**config.mk**
```make
export PLATFORM = sky130hd
export DESIGN_NAME = serial_addsub
export DESIGN_NICKNAME = d
export VERILOG_FILES = /design/src/rtl/serial_addsub.sv
export SDC_FILE = /design/constraint.sdc
export NUM_CORES = 1
export LEC_CHECK = 0
export BUFFER_PORTS_ARGS = -buffer_cell sky130_fd_sc_hd__clkbuf_2
export CAP_MARGIN = 40
export CORE_UTILIZATION = 58
export CTS_BUF_LIST = sky130_fd_sc_hd__clkbuf_4 sky130_fd_sc_hd__clkbuf_8 sky130_fd_sc_hd__clkbuf_16
export DETAILED_ROUTE_END_ITERATION = 10
export GPL_ROUTABILITY_DRIVEN = 0
export GPL_TIMING_DRIVEN = 0
export HOLD_SLACK_MARGIN = 0.15
export PLACE_DENSITY = 0.82
export SLEW_MARGIN = 10
export SYNTH_ARGS = -nofsm -noshare
export SYNTH_HDL_FRONTEND = slang
export SYNTH_SLANG_ARGS = --single-unit
export TNS_END_PERCENT = 1
```
**constraint.sdc**
```tcl
create_clock -name clk -period 2.84 [get_ports clk]
set_clock_uncertainty 0.15 [all_clocks]
set_input_delay 0.71 -clock clk [delete_from_list [all_inputs] [get_ports clk]]
set_output_delay 0.71 -clock clk [all_outputs]
set_load 0.02 [all_outputs]
```
**src/rtl/serial_addsub.sv**
```systemverilog
// -----------------------------------------------------------------------------
// serial_addsub
//   Digit-serial adder/subtractor. Computes X-Y (mode=0) or X+Y (mode=1) over
//   WIDTH bits, consuming DIGIT bits per clock through a registered carry.
//   Results are held in output registers until the next operation completes.
//
// Parameters
//   WIDTH : operand/result width (>= 2)
//   DIGIT : bits processed per clock; must divide WIDTH. STEPS = WIDTH/DIGIT.
//
// Ports
//   clk      in   rising-edge clock
//   rst_n    in   asynchronous active-low reset
//   start    in   operation request, honoured in IDLE or DONE only
//   mode     in   0 = subtract, 1 = add (captured with start)
//   X, Y     in   operands (captured with start)
//   busy     out  high while the operation is in flight (RUN)
//   done     out  one-cycle pulse, result fields updated this cycle
//   result   out  difference/sum modulo 2^WIDTH
//   borrow   out  sub: X<Y unsigned; add: carry-out
//   overflow out  two's-complement overflow for the selected mode
// -----------------------------------------------------------------------------
module serial_addsub #(
  parameter int WIDTH = 8,
  parameter int DIGIT = 1
) (
  input  logic             clk,
  input  logic             rst_n,
  input  logic             start,
  input  logic             mode,
  input  logic [WIDTH-1:0] X,
  input  logic [WIDTH-1:0] Y,
  output logic             busy,
  output logic             done,
  output logic [WIDTH-1:0] result,
  output logic             borrow,
  output logic             overflow
);

  localparam int STEPS = WIDTH / DIGIT;
  localparam int CW    = (STEPS > 1) ? $clog2(STEPS) : 1;
  localparam logic [CW-1:0] LAST = CW'(STEPS - 1);

  typedef enum logic [1:0] {
    S_IDLE = 2'd0,
    S_RUN  = 2'd1,
    S_DONE = 2'd2
  } state_t;

  state_t           r_state;
  logic [WIDTH-1:0] r_x;        // remaining minuend/augend bits, LSB first
  logic [WIDTH-1:0] r_y;        // remaining Y' bits (already inverted for sub)
  logic [WIDTH-1:0] r_acc;      // partial result, filled from the MSB end
  logic             r_carry;
  logic             r_mode;
  logic             r_xmsb;     // original operand sign bits for overflow
  logic             r_ymsb;
  logic [CW-1:0]    r_cnt;
  logic             r_busy;
  logic             r_done;
  logic [WIDTH-1:0] r_result;
  logic             r_borrow;
  logic             r_overflow;

  logic [DIGIT:0]   w_sum;
  logic [WIDTH-1:0] w_acc_next;
  logic             w_carry_out;
  logic             w_res_msb;
  logic             w_borrow;
  logic             w_overflow;

  // One digit of the ripple: low DIGIT bits of X and Y' plus the running carry.
  assign w_sum = {1'b0, r_x[DIGIT-1:0]} + {1'b0, r_y[DIGIT-1:0]}
               + {{DIGIT{1'b0}}, r_carry};

  // The newest digit enters at the top so that after STEPS shifts the first
  // (least significant) digit has arrived at bit 0.
  generate
    if (DIGIT == WIDTH) begin : g_single
      assign w_acc_next = w_sum[DIGIT-1:0];
    end else begin : g_multi
      assign w_acc_next = {w_sum[DIGIT-1:0], r_acc[WIDTH-1:DIGIT]};
    end
  endgenerate

  assign w_carry_out = w_sum[DIGIT];
  assign w_res_msb   = w_acc_next[WIDTH-1];
  // Subtraction runs as X + ~Y + 1, so a missing carry-out means a borrow.
  assign w_borrow    = r_mode ? w_carry_out : ~w_carry_out;
  assign w_overflow  = r_mode ? ((r_xmsb == r_ymsb) && (w_res_msb != r_xmsb))
                              : ((r_xmsb != r_ymsb) && (w_res_msb != r_xmsb));

  always_ff @(posedge clk or negedge rst_n) begin
    if (!rst_n) begin
      r_state    <= S_IDLE;
      r_x        <= '0;
      r_y        <= '0;
      r_acc      <= '0;
      r_carry    <= 1'b0;
      r_mode     <= 1'b0;
      r_xmsb     <= 1'b0;
      r_ymsb     <= 1'b0;
      r_cnt      <= '0;
      r_busy     <= 1'b0;
      r_done     <= 1'b0;
      r_result   <= '0;
      r_borrow   <= 1'b0;
      r_overflow <= 1'b0;
    end else begin
      case (r_state)
        // DONE accepts a new request exactly like IDLE (back-to-back ops).
        S_IDLE, S_DONE: begin
          r_done <= 1'b0;
          if (start) begin
            r_x     <= X;
            r_y     <= mode ? Y : ~Y;
            r_carry <= ~mode;
            r_mode  <= mode;
            r_xmsb  <= X[WIDTH-1];
            r_ymsb  <= Y[WIDTH-1];
            r_cnt   <= '0;
            r_acc   <= '0;
            r_busy  <= 1'b1;
            r_state <= S_RUN;
          end else begin
            r_state <= S_IDLE;
          end
        end

        // start is deliberately not looked at here.
        S_RUN: begin
          r_acc   <= w_acc_next;
          r_x     <= r_x >> DIGIT;
          r_y     <= r_y >> DIGIT;
          r_carry <= w_carry_out;
          r_cnt   <= r_cnt + 1'b1;
          if (r_cnt == LAST) begin
            r_result   <= w_acc_next;
            r_borrow   <= w_borrow;
            r_overflow <= w_overflow;
            r_busy     <= 1'b0;
            r_done     <= 1'b1;
            r_state    <= S_DONE;
          end
        end

        default: begin
          r_busy  <= 1'b0;
          r_done  <= 1'b0;
          r_state <= S_IDLE;
        end
      endcase
    end
  end

  assign busy     = r_busy;
  assign done     = r_done;
  assign result   = r_result;
  assign borrow   = r_borrow;
  assign overflow = r_overflow;

endmodule

```
==> summary.txt <==
Detailed routing
  – Via Count: 1361
  – Vias/cell: 5.72
  – Met2 WL: 1.65 mm
  – DRT iter0 DRCs: 57
  – Drt first pass iters: 4
  – DRT met1 WL: 1.65 mm
  – Routed WL: 3.60 mm
  – Final antenna-violating net count: 0
  – WL met3: 214 um
  – Avg WL per Cell: 15.1 um
  – DRC Markers: 0
  – Max layer used: met4

STA
  – Hold Vio Cnt, Final: 0
  – Final setup TNS: 0 ns
  – Unrepaired setup endpoints after global routing: no
  – Fmax: 535 MHz
  – Tightest Pin Transition: 0.441 ns
  – Final period util: 0.658
  – Final period demand of the worst path: 1.87 ns
  – Slew headroom: 0.706
  – Final setup vio count: 0
  – Max Slew Vio Count: 0

Floorplanning
  – Row count: 20
  – Die area: 3410 um^2
  – Chip Height: 58.4 um
  – I/O pin count: 32
  – Chip width: 58.4 um
  – Initial Utilization: 0.609
  – Core Area: 3030 um^2

GRT
  – Global-route wire length before repair: 6.12 mm
  – Number of global-route vias before repair: 1338
  – Total track usage: 0.244
  – Largest net degree at the start of global routing: 32
  – Grt total ovfl: 0
  – Initial antenna violation count: 0

Final layout
  – Synthesis-to-finish area growth: 15.9%
  – # fillers: 228
  – Antenna cells: 0
  – Nets: 216
  – Final Util: 0.705
  – Share of cells above drive strength 1: 0.289

Power and ir drop
  – Peak supply drop: 0.629 mV
  – Design Power: 2.42 mW
  – Pleak: 1.06 nW
  – Pwr dens: 1130 nW/um^2

Synthesis
  – Top post-synthesis cells by area: dfrtp_1 (58%), a22o_1 (4.8%), a221o_1 (4.3%)
  – Post-synth EDFFs: 0
  – Cell taking the most area after synthesis: dfrtp_1
  – Cell with the most instances after synthesis: dfrtp_1
  – Synth Register Bits: 43
  – Top FF cell, synth: dfrtp_1
  – Mapped Cells: 154
  – Top post-synthesis cells by count: dfrtp_1 (43), nand2_1 (18), a22o_1 (10)
  – Synth warn: 0
  – Syn Area/Cell: 12.0 um^2
  – Mapped Area: 1840 um^2
  – Asr flop ratio synth: 1.00
  – Synth top area share: 0.584
  – Count of cell types in the netlist: 29
  – Post-synthesis sequential area ratio: 0.584
  – Syn Nets: 177

Clock tree
  – CTS tree: done
  – Worst skew pair latency: 0.35 ns
  – CTS Buffer Depth: 2
  – Post-CTS sizing: 0
  – Sink Count: 43
  – Clock-pin slew on the worst setup and hold paths: 0.12 ns
  – Root Buffer: clkbuf_4
  – CTS Buf Count: 5
  – H-tree Lvls: 2

Critical path
  – Critical Path RT: 2.94 ns
  – Worst EP arrival: 1.97 ns
  – CP Launch Type: register
  – CP Class: register to register
  – CP max FO: 10
  – Crit end category: register

Min path
  – Worst hold path type: register to register

Flow run
  – Maxcap violations: 0

Place
  – DP HPWL: 2.53 mm
  – IO buf count: 30

Run status
  – Run status: finished clean
## path summary, 6_finish.rpt
check / from / end / slack, ns / cells after the start
max in group asynchronous: rst_n / r_y[3] / 1.43 / 3
worst min-delay path: result[7] / result[7] / 0.36 / 2
worst max register to register: r_cnt[0] / result[6] / 0.97 / 5
worst min register to register: result[7] / result[7] / 0.36 / 2
worst max-delay path: r_cnt[0] / result[6] / 0.97 / 5
min in group asynchronous: rst_n / r_acc[1] / 0.64 / 2
## through the flow
step	worst slack (ns)	cells	hold WS, ns	instance area [um^2]
after floorplan	1.14	154	0.264	1840
after global placement	1.03	228	0.316	2050
after detailed placement	0.979	229	0.333	2070
after CTS	0.975	238	0.366	2140
after global routing	0.874	238	0.391	2140
final	0.972	238	0.362	2140
## critical path, cell delays in order, from the launching register on
cell and delay [ns]:
dfrtp_1 0.42, ha_1 0.22, ha_1 0.22, nand3b_1 0.16, buf_2 0.25, mux2_2 0.36
## cell usage in the layout, fill, tap and decap left out, types with 6 or more instances in the layout
master,n
nand3_1,9
a221o_1,8
clkbuf_2,30
dfrtp_1,43
a22o_1,10
mux2_2,7
nor2_1,9
nand2_1,18
xor2_1,7
a22oi_1,6
clkbuf_4,6
## repair_timing
action	CTS	global route
hold buffers	1	0
buffers inserted	0	0
endpoints found under the hold margin	12	0
setup endpoints to repair	0	0
## cells by family after synthesis
logic type	share of synthesized area
AOI/OAI and AO/OA	0.145
xor gates and xnor gates	0.0475
and+or+nand+nor	0.111
adders and majority gates	0.0244
DFF	0.584
buffers and inverters	0.0455
muxes	0.0428
## registers in the layout, indices dropped and copies added (netlist names)
signal	cells
r_state	2
borrow	1
busy	1
r_ymsb	1
r_xmsb	1
r_cnt	3
r_acc	7
r_y	8
r_mode	1
r_carry	1
overflow	1
result	8
r_x	8
## final cells by class
class                   count  area [um^2]  share of cell area
plain buffers              10         68.8              0.0322
clock buffers               6         45.0              0.0211
clock inverters             2         12.5             0.00586
inverters                   4         15.0             0.00703
multi-input cells          97          683               0.320
flip-flops and latches     43         1080               0.504
well taps                  44         55.1              0.0258
repair buffers             32          180              0.0844
## power breakdown
group	switching, mW	total [mW]	leakage [nW]	internal [mW]
logic	0.584	1.06	0.490	0.477
clock network	0.194	0.299	0.0317	0.105
registers	0.172	1.06	0.537	0.891
## routing by layer
metal  vias to the layer above  GRT usage
met1                       666      0.343
met4                         0     0.0952
met2                        57      0.356
li1                        624          -
met3                        14     0.0835
met5                         -          0
Note: power is estimated with default switching activity, not from simulation.
